`src/rtl/neuron_cfg_sequencer_if.sv`:
```
// neuron_cfg_sequencer_if: valid/ready word stream from the input pads
// into the configuration sequencer.
interface neuron_cfg_sequencer_if #(
    parameter int DW = 16
);
    logic          in_valid;
    logic [DW-1:0] in_data;
    logic          in_ready;

    modport master (
        output in_valid,
        output in_data,
        input  in_ready
    );

    modport slave (
        input  in_valid,
        input  in_data,
        output in_ready
    );
endinterface

```
`src/rtl/neuron_cfg_sequencer.sv`:
```
// neuron_cfg_sequencer: parses the serial config stream into neuron-array
// writes plus the annealing mu schedule, and arbitrates host readouts.
module neuron_cfg_sequencer #(
    parameter int FP_DATA_WIDTH = 16,
    parameter int TEN_DATA_WIDTH = 2,
    parameter int NUM_NEURON = 512,
    parameter int NEURON_ID_WIDTH = 9,
    parameter logic [FP_DATA_WIDTH-1:0] SYNC_WORD = 16'hFFFF
) (
    input  logic                       clk,
    input  logic                       reset_l,
    neuron_cfg_sequencer_if.slave      word_if,
    output logic                       cfg_wr_en,
    output logic [1:0]                 cfg_field,
    output logic [NEURON_ID_WIDTH-1:0] cfg_neuron_id,
    output logic [NEURON_ID_WIDTH-1:0] cfg_q_addr,
    output logic [FP_DATA_WIDTH-1:0]   cfg_data,
    output logic                       mu_upd,
    output logic [FP_DATA_WIDTH-1:0]   mu_data,
    output logic                       anneal_run,
    input  logic                       rd,
    output logic                       read_start,
    input  logic                       read_ack,
    output logic                       readDone,
    output logic                       seq_done,
    output logic                       cfg_err
);

    localparam int CW = $clog2(NUM_NEURON + 1);
    localparam logic [FP_DATA_WIDTH-1:0] MAX_N = FP_DATA_WIDTH'(NUM_NEURON);
    localparam logic [1:0] F_VMEM = 2'd0;
    localparam logic [1:0] F_MU   = 2'd1;
    localparam logic [1:0] F_Q    = 2'd2;

    typedef enum logic [3:0] {
        S_IDLE,
        S_SYNC,
        S_VMEM,
        S_MU,
        S_ID,
        S_WR_V,
        S_WR_M,
        S_QROW,
        S_MUHDR,
        S_MUSTR,
        S_DONE,
        S_ERR,
        S_RD_WAIT
    } state_t;

    state_t state;
    state_t state_nx;
    state_t saved;

    logic                       started;
    logic                       rd_pend;
    logic [CW-1:0]              n_cnt;
    logic [CW-1:0]              col;
    logic [CW-1:0]              rec;
    logic [FP_DATA_WIDTH-1:0]   m_len;
    logic [FP_DATA_WIDTH-1:0]   mu_cnt;
    logic [FP_DATA_WIDTH-1:0]   vmem_buf;
    logic [FP_DATA_WIDTH-1:0]   mu_buf;
    logic [NEURON_ID_WIDTH-1:0] id_reg;

    logic [FP_DATA_WIDTH-1:0] word;
    logic accept;
    logic svc_ok;
    logic ready_st;
    logic svc;
    logic col_last;
    logic rec_last;
    logic mu_last;

    logic                       wr_en_d;
    logic [1:0]                 field_d;
    logic [NEURON_ID_WIDTH-1:0] id_d;
    logic [NEURON_ID_WIDTH-1:0] qaddr_d;
    logic [FP_DATA_WIDTH-1:0]   data_d;
    logic                       mu_upd_d;
    logic [FP_DATA_WIDTH-1:0]   mu_data_d;
    logic                       anneal_d;
    logic                       read_start_d;
    logic                       read_done_d;
    logic                       seq_done_d;
    logic                       err_d;

    assign word     = word_if.in_data;
    assign accept   = word_if.in_valid && word_if.in_ready;
    assign col_last = (col == n_cnt - CW'(1));
    assign rec_last = (rec == n_cnt - CW'(1));
    assign mu_last  = (mu_cnt == m_len - FP_DATA_WIDTH'(1));

    // Readouts may only interrupt states where the stream is at a word
    // boundary and no buffered record write is in flight.
    assign svc_ok = (state == S_QROW) || (state == S_MUHDR) ||
                    (state == S_MUSTR) || (state == S_DONE);
    assign svc    = started && rd_pend && svc_ok;

    assign ready_st = (state == S_IDLE) || (state == S_SYNC) ||
                      (state == S_VMEM) || (state == S_MU) ||
                      (state == S_ID) || (state == S_QROW) ||
                      (state == S_MUHDR) || (state == S_MUSTR) ||
                      (state == S_ERR);

    assign word_if.in_ready = started && ready_st && !svc;

    always_ff @(posedge clk or negedge reset_l) begin
        if (!reset_l) begin
            state <= S_IDLE;
        end else begin
            state <= state_nx;
        end
    end

    always_comb begin
        state_nx = state;
        if (svc) begin
            state_nx = S_RD_WAIT;
        end else begin
            unique case (state)
                S_IDLE: if (accept) begin
                    state_nx = (word == '0 || word > MAX_N) ? S_ERR : S_SYNC;
                end
                S_SYNC: if (accept) begin
                    state_nx = (word != SYNC_WORD) ? S_ERR : S_VMEM;
                end
                S_VMEM: if (accept) state_nx = S_MU;
                S_MU:   if (accept) state_nx = S_ID;
                S_ID: if (accept) begin
                    state_nx = (word >= MAX_N) ? S_ERR : S_WR_V;
                end
                S_WR_V: state_nx = S_WR_M;
                S_WR_M: state_nx = S_QROW;
                S_QROW: if (accept && col_last) begin
                    state_nx = rec_last ? S_MUHDR : S_VMEM;
                end
                S_MUHDR: if (accept) begin
                    state_nx = (word == '0) ? S_DONE : S_MUSTR;
                end
                S_MUSTR: if (accept && mu_last) state_nx = S_DONE;
                S_RD_WAIT: if (read_ack) state_nx = saved;
                default: state_nx = state;
            endcase
        end
    end

    always_comb begin
        wr_en_d      = 1'b0;
        field_d      = cfg_field;
        id_d         = cfg_neuron_id;
        qaddr_d      = cfg_q_addr;
        data_d       = cfg_data;
        mu_upd_d     = 1'b0;
        mu_data_d    = mu_data;
        anneal_d     = anneal_run;
        read_start_d = svc;
        read_done_d  = 1'b0;
        if (state == S_ID && accept && word < MAX_N) begin
            wr_en_d = 1'b1;
            field_d = F_VMEM;
            id_d    = word[NEURON_ID_WIDTH-1:0];
            qaddr_d = '0;
            data_d  = vmem_buf;
        end
        if (state == S_WR_V) begin
            wr_en_d = 1'b1;
            field_d = F_MU;
            id_d    = id_reg;
            qaddr_d = '0;
            data_d  = mu_buf;
        end
        if (state == S_QROW && accept) begin
            wr_en_d = 1'b1;
            field_d = F_Q;
            id_d    = id_reg;
            qaddr_d = col[NEURON_ID_WIDTH-1:0];
            data_d  = {{(FP_DATA_WIDTH-TEN_DATA_WIDTH){1'b0}},
                       word[TEN_DATA_WIDTH-1:0]};
        end
        if (state == S_MUSTR && accept) begin
            mu_upd_d  = 1'b1;
            mu_data_d = word;
            anneal_d  = 1'b1;
        end
        if (state_nx == S_DONE) anneal_d = 1'b0;
        if (state == S_RD_WAIT && read_ack) read_done_d = 1'b1;
        // A request in ERR is acknowledged without touching the readout unit.
        if (state == S_ERR && (rd || rd_pend)) read_done_d = 1'b1;
        seq_done_d = seq_done || (state_nx == S_DONE);
        err_d      = cfg_err || (state_nx == S_ERR);
    end

    always_ff @(posedge clk or negedge reset_l) begin
        if (!reset_l) begin
            cfg_wr_en     <= 1'b0;
            cfg_field     <= '0;
            cfg_neuron_id <= '0;
            cfg_q_addr    <= '0;
            cfg_data      <= '0;
            mu_upd        <= 1'b0;
            mu_data       <= '0;
            anneal_run    <= 1'b0;
            read_start    <= 1'b0;
            readDone      <= 1'b0;
            seq_done      <= 1'b0;
            cfg_err       <= 1'b0;
        end else begin
            cfg_wr_en     <= wr_en_d;
            cfg_field     <= field_d;
            cfg_neuron_id <= id_d;
            cfg_q_addr    <= qaddr_d;
            cfg_data      <= data_d;
            mu_upd        <= mu_upd_d;
            mu_data       <= mu_data_d;
            anneal_run    <= anneal_d;
            read_start    <= read_start_d;
            readDone      <= read_done_d;
            seq_done      <= seq_done_d;
            cfg_err       <= err_d;
        end
    end

    always_ff @(posedge clk or negedge reset_l) begin
        if (!reset_l) begin
            started  <= 1'b0;
            rd_pend  <= 1'b0;
            saved    <= S_IDLE;
            n_cnt    <= '0;
            col      <= '0;
            rec      <= '0;
            m_len    <= '0;
            mu_cnt   <= '0;
            vmem_buf <= '0;
            mu_buf   <= '0;
            id_reg   <= '0;
        end else begin
            started <= 1'b1;
            // A fresh rd wins over the ack clear so it is not lost.
            if (state == S_ERR) begin
                rd_pend <= 1'b0;
            end else if (rd) begin
                rd_pend <= 1'b1;
            end else if (state == S_RD_WAIT && read_ack) begin
                rd_pend <= 1'b0;
            end
            if (svc) saved <= state;
            if (accept) begin
                unique case (state)
                    S_IDLE: begin
                        n_cnt <= word[CW-1:0];
                        col   <= '0;
                        rec   <= '0;
                    end
                    S_VMEM: vmem_buf <= word;
                    S_MU:   mu_buf <= word;
                    S_ID: begin
                        id_reg <= word[NEURON_ID_WIDTH-1:0];
                        col    <= '0;
                    end
                    S_QROW: begin
                        if (col_last) begin
                            col <= '0;
                            rec <= rec + CW'(1);
                        end else begin
                            col <= col + CW'(1);
                        end
                    end
                    S_MUHDR: begin
                        m_len  <= word;
                        mu_cnt <= '0;
                    end
                    S_MUSTR: mu_cnt <= mu_cnt + FP_DATA_WIDTH'(1);
                    default: ;
                endcase
            end
        end
    end

endmodule
```
`src/flat_wrapper.sv`:
```
// flat-port wrapper written by rule: the top's interface ports become plain ports
module neuron_cfg_sequencer_flat 
#(
    parameter int FP_DATA_WIDTH = 16,
    parameter int TEN_DATA_WIDTH = 2,
    parameter int NUM_NEURON = 512,
    parameter int NEURON_ID_WIDTH = 9,
    parameter logic [FP_DATA_WIDTH-1:0] SYNC_WORD = 16'hFFFF
)
  (clk, reset_l, cfg_wr_en, cfg_field, cfg_neuron_id, cfg_q_addr, cfg_data, mu_upd, mu_data, anneal_run, rd, read_start, read_ack, readDone, seq_done, cfg_err, word_if_in_valid, word_if_in_data, word_if_in_ready);
  neuron_cfg_sequencer_if word_if_i ();
  input  logic clk;
  input  logic reset_l;
  output logic cfg_wr_en;
  output logic [1:0] cfg_field;
  output logic [NEURON_ID_WIDTH-1:0] cfg_neuron_id;
  output logic [NEURON_ID_WIDTH-1:0] cfg_q_addr;
  output logic [FP_DATA_WIDTH-1:0] cfg_data;
  output logic mu_upd;
  output logic [FP_DATA_WIDTH-1:0] mu_data;
  output logic anneal_run;
  input  logic rd;
  output logic read_start;
  input  logic read_ack;
  output logic readDone;
  output logic seq_done;
  output logic cfg_err;
  input wire logic [$bits(word_if_i.in_valid)-1:0] word_if_in_valid;
  input wire logic [$bits(word_if_i.in_data)-1:0] word_if_in_data;
  output wire logic [$bits(word_if_i.in_ready)-1:0] word_if_in_ready;
  assign word_if_i.in_valid = word_if_in_valid;
  assign word_if_i.in_data = word_if_in_data;
  assign word_if_in_ready = word_if_i.in_ready;
  neuron_cfg_sequencer #(.FP_DATA_WIDTH(FP_DATA_WIDTH), .TEN_DATA_WIDTH(TEN_DATA_WIDTH), .NUM_NEURON(NUM_NEURON), .NEURON_ID_WIDTH(NEURON_ID_WIDTH), .SYNC_WORD(SYNC_WORD)) u_core (.clk(clk), .reset_l(reset_l), .word_if(word_if_i), .cfg_wr_en(cfg_wr_en), .cfg_field(cfg_field), .cfg_neuron_id(cfg_neuron_id), .cfg_q_addr(cfg_q_addr), .cfg_data(cfg_data), .mu_upd(mu_upd), .mu_data(mu_data), .anneal_run(anneal_run), .rd(rd), .read_start(read_start), .read_ack(read_ack), .readDone(readDone), .seq_done(seq_done), .cfg_err(cfg_err));
endmodule
```
`config.mk`:
```
export PLATFORM = sky130hd
export DESIGN_NAME = neuron_cfg_sequencer_flat
export DESIGN_NICKNAME = d
export VERILOG_FILES = /design/src/rtl/neuron_cfg_sequencer_if.sv /design/src/rtl/neuron_cfg_sequencer.sv /design/src/flat_wrapper.sv
export SDC_FILE = /design/constraint.sdc
export NUM_CORES = 1
export LEC_CHECK = 0
export ABC_AREA = 1
export CORE_MARGIN = 2
export CORE_UTILIZATION = 55
export DETAILED_ROUTE_END_ITERATION = 10
export PLACE_DENSITY_LB_ADDON = 0.25
export SLEW_MARGIN = 20
export SYNTH_ARGS = -nofsm -noshare
export SYNTH_HDL_FRONTEND = slang
export SYNTH_SLANG_ARGS = --single-unit
```
`constraint.sdc`:
```
create_clock -name clk -period 6.8 [get_ports clk]
set_input_delay 1.02 -clock clk [delete_from_list [all_inputs] [get_ports clk]]
set_output_delay 1.02 -clock clk [all_outputs]
set_load 0.02 [all_outputs]
```
==> flow_summary.toml, run 1 <==
[clock_tree]
path_clk_slew_ns = 0.07
cts-resized-gates = 0
post-cts-setup-buffers = 0
cts_tree = "done"
clock_latency_ns = 0.43
cts_buffers = 17
ctsHoldBuffers = 0
cts.sinks = 172
htree_num_levels = 4
cts_buffer_depth = 2
clockRootBuffer = "clkbuf_16"

[die]
std_cell_rows = 46
fp.dieW_um = 129.9
die_h_um = 129.9
dieArea_um2 = 16880
io_pins = 81
start_util_pct = 55.49
coreArea_um2 = 15710

[synthesis]
avgSynthCellArea_um2 = 7.876
synth_area_um2 = 8718
synthSimpleGateAreaFrac_pct = 26.64
synth_top_family_by_area = "simple AND/OR/NAND/NOR gates"
synth-compound-area-share_pct = 12.76
yosysSeqAreaShare_pct = 49.37
synthAdderAreaFrac_pct = 0.7176
yosys_most_used_dff = "dfrtp_1"
yosysWarnings = 0
ys_types = 48
synth_cells = 1107
synth_xor_area_share_pct = 2.885
syn_nets = 1133
synth-edff-count = 0
ys_ff_latch = 172
synthArstFlopShare_pct = 100.0
muxShareOfSynthArea_pct = 0.2440

[timing]
max_freq_ghz = 0.3033
timing.slew.headroom_pct = 31.96
grt_setup_unrepaired = "false"
setup_viol = 0
hold_viol = 0
maxSlewViolCount = 0
timing.final.crit_share_pct = 48.49
worstMarginPinSlew_ns = 1.018
fin_setup_tns_ns = 0
period_needed_ns = 3.298
clock_skew_ns = 0.007803

[critical_path]
slowest_stage = "clkdlybuf4s50_1"
r2r_start = "u_core.state[3]"
worstRegToRegCells = 15
crit_path_end_kind = "register"
cp_num_cells = 11
crit_path_end = "u_core.cfg_neuron_id[0]"
r2r_end = "u_core.cfg_neuron_id[0]"
critPathKind = "in2reg"
critPathLaunch = "word_if_in_valid"
start_kind = "input pin"
crit_required_ns = 7.13
cp.buffers_inverters = 4
crit_path_frequent_cell = "inv_2"
path_cells = "clkdlybuf4s50_1 -> nand3_4 -> nor2_4 -> inv_2 -> nand2_4 -> inv_2 -> o21ai_4 -> buf_4 -> o21ai_0 -> a21oi_1 -> nor2_1"
cp.arrival_ns = 3.62
critPathTopFamily = "buffers and inverters"
rrSetupSlack_ns = 3.54
cp_max_fo = 62
slowest_delay_ns = 0.55

[drt]
viasPerCell = 5.420
drtAntennaViolNets = 0
drtIter0Drc = 708
wl_per_cell_um = 15.81
vias = 7642
remaining_drc_errors = 0
wl_um = 22300
drt_first_pass_iters = 5

[power_and_ir_drop]
power_mw = 2.015
p_per_area_nw_per_um2 = 196.9
vdd_drop_max_mv = 0.1826
p_leak_nw = 4.988

[global_route]
use_met1_pct = 40.70
use_met3_pct = 7.093
first_global_vias = 7004
grt-ovfl-total = 0
antenna_found_initial = 0
grt_start_max_net_pins = 78
busiest_layer = "met2"
met2_usage_pct = 40.78
grt_use_total_pct = 27.91
grt_pass1_wl_um = 36200

[hold_path]
whs_path_depth = 2
hold_class = "reg2reg"

[placed_design]
portBuffers = 80
place_area_um2 = 9671
gp_congestion = 0.9013
dp_hpwl_um = 15780

[run_status]
status = "finished, final reports clean"

[final_layout]
nFillCells = 1351
final_area_um2 = 10230
nets = 1207
syn_to_final_growth_pct = 17.36
n_antenna_cell = 0
final_util_pct = 65.12
layout-drive-gt1-share_pct = 5.528

[flow_run]
cap_violations = 0
## kinds of logic (layout without fill, tap and decap cells)
kind of cell | count (synthesis) | after routing
buf+inv | 159 | 246
flops | 172 | 172
xor+xnor | 27 | 27
mux | 2 | 2
compound gates | 201 | 201
simple gates | 540 | 540
fa+ha+maj | 5 | 5
other cells | 1 | 1
## placed cells by master, fill, tap and decap left out, types with 7 or more instances in the layout
master,netlist,final
nor2_1,131,131
nand2_1,267,267
clkbuf_16,0,17
nor3_1,14,14
xnor2_1,10,10
nand3_1,83,83
nor2_4,7,7
o21ai_1,7,7
o21ai_0,111,111
dfrtp_1,172,172
nand4_1,16,16
clkdlybuf4s50_1,0,79
xor2_1,16,16
o22ai_1,19,19
a21oi_1,37,37
a22oi_1,14,14
inv_1,123,123
## cell type report
type	instances	area (um2)	share of cell area, %
repair buffers	84	832.0	8.132
flip-flops and latches	172	4304	42.06
multi-input cells	776	3774	36.88
well taps	216	270.3	2.641
inverters	130	490.5	4.793
clock buffers	19	442.9	4.329
clock inverters	13	118.9	1.162
## power by group
| group | internal, mW | switching (mW) |
|---|---|---|
| sequential | 1.02 | 0.000160 |
| combinational | 0.0132 | 0.0405 |
| clock | 0.493 | 0.445 |
## worst min-delay path, delay by kind of cell (launching register included)
kind | cells | cell delay (ns)
buf+inv | 1 | 0.05
flops | 1 | 0.34
simple gates | 1 | 0.05
## synthesized netlist by cell type (2+ instances only)
master,count,area [um2]
nand3b_1,2,15.01
o21ai_1,7,35.03
o22ai_1,19,118.9
or2_2,3,18.77
buf_1,2,7.510
nor3b_1,3,22.52
xnor2_1,10,87.58
a41oi_1,2,17.52
buf_4,3,22.52
nor3_1,14,70.07
ha_1,5,62.56
clkbuf_1,15,56.30
nor4_1,2,12.51
inv_2,6,22.52
nand2_2,6,37.54
a22oi_1,14,105.1
dfrtp_1,172,4304
nor2_1,131,491.7
xor2_1,16,140.1
buf_6,3,33.78
nand4_1,16,100.1
o21ai_0,111,555.5
nand3_1,83,415.4
a21oi_1,37,185.2
nand2_1,267,1002
a221oi_1,2,17.52
a31oi_1,2,12.51
nor2_2,2,12.51
nor2_4,7,78.83
inv_1,123,461.7
buf_2,5,25.02
## how the worst min path moves through the flow
stage	endpoint	from	slack (ns)
after floorplan	u_core.saved[2]	u_core.saved[2]	0.44
after global placement	u_core.cfg_err	u_core.cfg_err	0.46
after detailed placement	u_core.cfg_err	u_core.cfg_err	0.46
after CTS	u_core.cfg_err	u_core.cfg_err	0.47
after global routing	u_core.cfg_err	u_core.cfg_err	0.49
final	u_core.cfg_err	u_core.cfg_err	0.47
## per-stage QoR
step,setup WS [ns],instances,hold WS (ns)
after floorplan,4.473,1107,0.4367
after global placement,3.218,1378,0.4619
after detailed placement,3.130,1378,0.4585
after CTS,3.530,1410,0.4740
after global routing,3.270,1410,0.4947
final,3.502,1410,0.4707
## routing by layer
metal / vias to the layer above / wire length, um
li1: 3748 / -
met1: 3587 / 10290
met2: 262 / 9777
met3: 45 / 1611
met4: 0 / 624
met5: - / 0
(Power assumes the default switching activity.)
==> run 2: changes to the inputs <==
==> constraint.sdc (replaced) <==
create_clock -name clk -period 3.2 [get_ports clk]
set_input_delay 0.48 -clock clk [delete_from_list [all_inputs] [get_ports clk]]
set_output_delay 0.48 -clock clk [all_outputs]
set_load 0.02 [all_outputs]
==> run 2 against run 1 <==
First-iteration DRC count up 7.2%. Clock-buffer cell count unchanged. Register-to-register slack worse by 3.1 ns. Global-route usage up 0.47 points. Flip-flop and latch count unchanged. Wire length up 2.2%. Sequential power up 110%. Combinational power up 120%.
==> flow_summary.toml, run 2 (same netlist as run 1, synthesis figures left out) <==
[placed_design]
portBuffers = 80
gp_congestion = 0.9305
pre_cts_ws_ns = 0.4401
dp_hpwl_um = 16210

[clock_tree]
post-cts-setup-buffers = 0
clockRootBuffer = "clkbuf_16"
path_clk_slew_ns = 0.07
cts-resized-gates = 0
clock_latency_ns = 0.44
ctsHoldBuffers = 0
cts_tree = "done"
htree_num_levels = 4
cts_buffers = 17
cts.sinks = 172
cts_buffer_depth = 2

[drt]
wl_per_cell_um = 16.04
remaining_drc_errors = 0
viasPerCell = 5.522
wl_um = 22780
drt_first_pass_iters = 7
vias = 7841
drtIter0Drc = 759
drtAntennaViolNets = 0

[power_and_ir_drop]
power_mw = 4.356
vdd_drop_max_mv = 0.3727
combPwrFrac_pct = 2.7
p_sw_mw = 1.042
p_int_mw = 3.314
p_leak_nw = 5.048
swShare_pct = 23.93
p_clk_share_pct = 47.4
p_per_area_nw_per_um2 = 421.0
pwr-share-seq_pct = 49.9

[hold_path]
hold_class = "in2async"

[final_layout]
final_cell_mix = "nand2_1 (267), dfrtp_1 (172), nor2_1 (131)"
nets = 1217
multi_input_area_um2 = 3774
nFillCells = 1370
layout-drive-gt1-share_pct = 6.229
n_antenna_cell = 0
syn_to_final_growth_pct = 18.69
seqCellArea_um2 = 4304
final_common_cell = "nand2_1"

[timing]
maxSlewViolCount = 0
clock_skew_ns = 0.01534
hold_viol = 0
max_freq_ghz = 0.3647
setup_viol = 0
fin_setup_tns_ns = 0
worstMarginPinSlew_ns = 0.7773
grt_setup_unrepaired = "false"
timing.slew.headroom_pct = 48.18
worst_slack_ns = 0.4582
timing.final.crit_share_pct = 85.68
fin_hold_ws_ns = 0.09649
period_needed_ns = 2.742

[global_route]
first_global_vias = 7269
grt-ovfl-total = 0
grt_start_max_net_pins = 82
antenna_found_initial = 0
grt_pass1_wl_um = 36950
grt_use_total_pct = 28.37

[die]
std_cell_rows = 46
fp.dieW_um = 129.9
coreArea_um2 = 15710
die_h_um = 129.9
start_util_pct = 55.49
io_pins = 81
dieArea_um2 = 16880

[critical_path]
crit_path_end_kind = "register"
critPathLaunch = "u_core.state[0]"
rrSetupSlack_ns = 0.46
critPathKind = "reg2reg"
cp.arrival_ns = 3.09
start_kind = "register"
cp_max_fo = 20
crit_required_ns = 3.55
worstRegToRegCells = 12
r2r_start = "u_core.state[0]"

[flow_run]
cap_violations = 0

[run_status]
status = "finished, final reports clean"
==> run 2: cell types whose count changed in the layout (fill, tap and decap cells not counted), sizes merged <==
| cell | previous run | this run |
|---|---|---|
| buf | 5 | 15 |
| clkinv | 3 | 1 |
| bufinv | 0 | 1 |
| inv | 139 | 140 |
==> run 2: worst paths after layout <==
check,to
worst max-delay path,u_core.cfg_data[7]
worst min-delay path,u_core.mu_upd
worst max register to register,u_core.cfg_data[7]
worst min register to register,u_core.seq_done
max in group asynchronous,u_core.n_cnt[0]
min in group clk,u_core.seq_done
==> run 2: routing by layer <==
metal  vias to the layer above  track usage (%)  share of wire (%)  wire, um
met5                         -                0                  0         0
met4                         0            8.539                2.2       505
met3                        45            6.929                7.1      1626
met2                       295            43.46                 45     10230
met1                      3717            40.35                 46     10420
li1                       3784                -                  -         -
==> run 2: area by class of cell <==
| cell class | instances | share of cell area [%] |
|---|---|---|
| clock buffers | 19 | 4.184 |
| clock inverters | 13 | 1.391 |
| inverters | 130 | 4.740 |
| multi-input cells | 776 | 36.47 |
| flip-flops and latches | 172 | 41.60 |
| well taps | 216 | 2.612 |
| repair buffers | 94 | 9.008 |
==> run 2: critical path: stages (launching register included) <==
cell,delay (ns)
dfrtp_1,0.45
nor2_1,0.23
nand2_1,0.23
nand3_2,0.19
nand3_4,0.17
nor2_4,0.21
inv_2,0.15
nand2_4,0.21
inv_2,0.08
o21ai_4,0.19
buf_4,0.32
nor2_1,0.06
a21oi_1,0.14
==> run 2: metrics by stage <==
stage	area [um2]	std cells	utilization, %
finish	10350	1420	65.85
global placement	9771	1388	62.18
global route	10350	1420	65.85
floorplan	8718	1107	-
detailed placement	9771	1388	62.18
CTS	10350	1420	65.85
==> run 2: power groups by stage <==
stage	Clock (mW)	Sequential [mW]	Combinational (mW)
after global placement	0	2.22	0.121
final	2.06	2.17	0.119
after floorplan	0	2.22	0.0181
after detailed placement	0	2.22	0.121
after global routing	2.19	2.17	0.133
after CTS	2.09	2.17	0.122
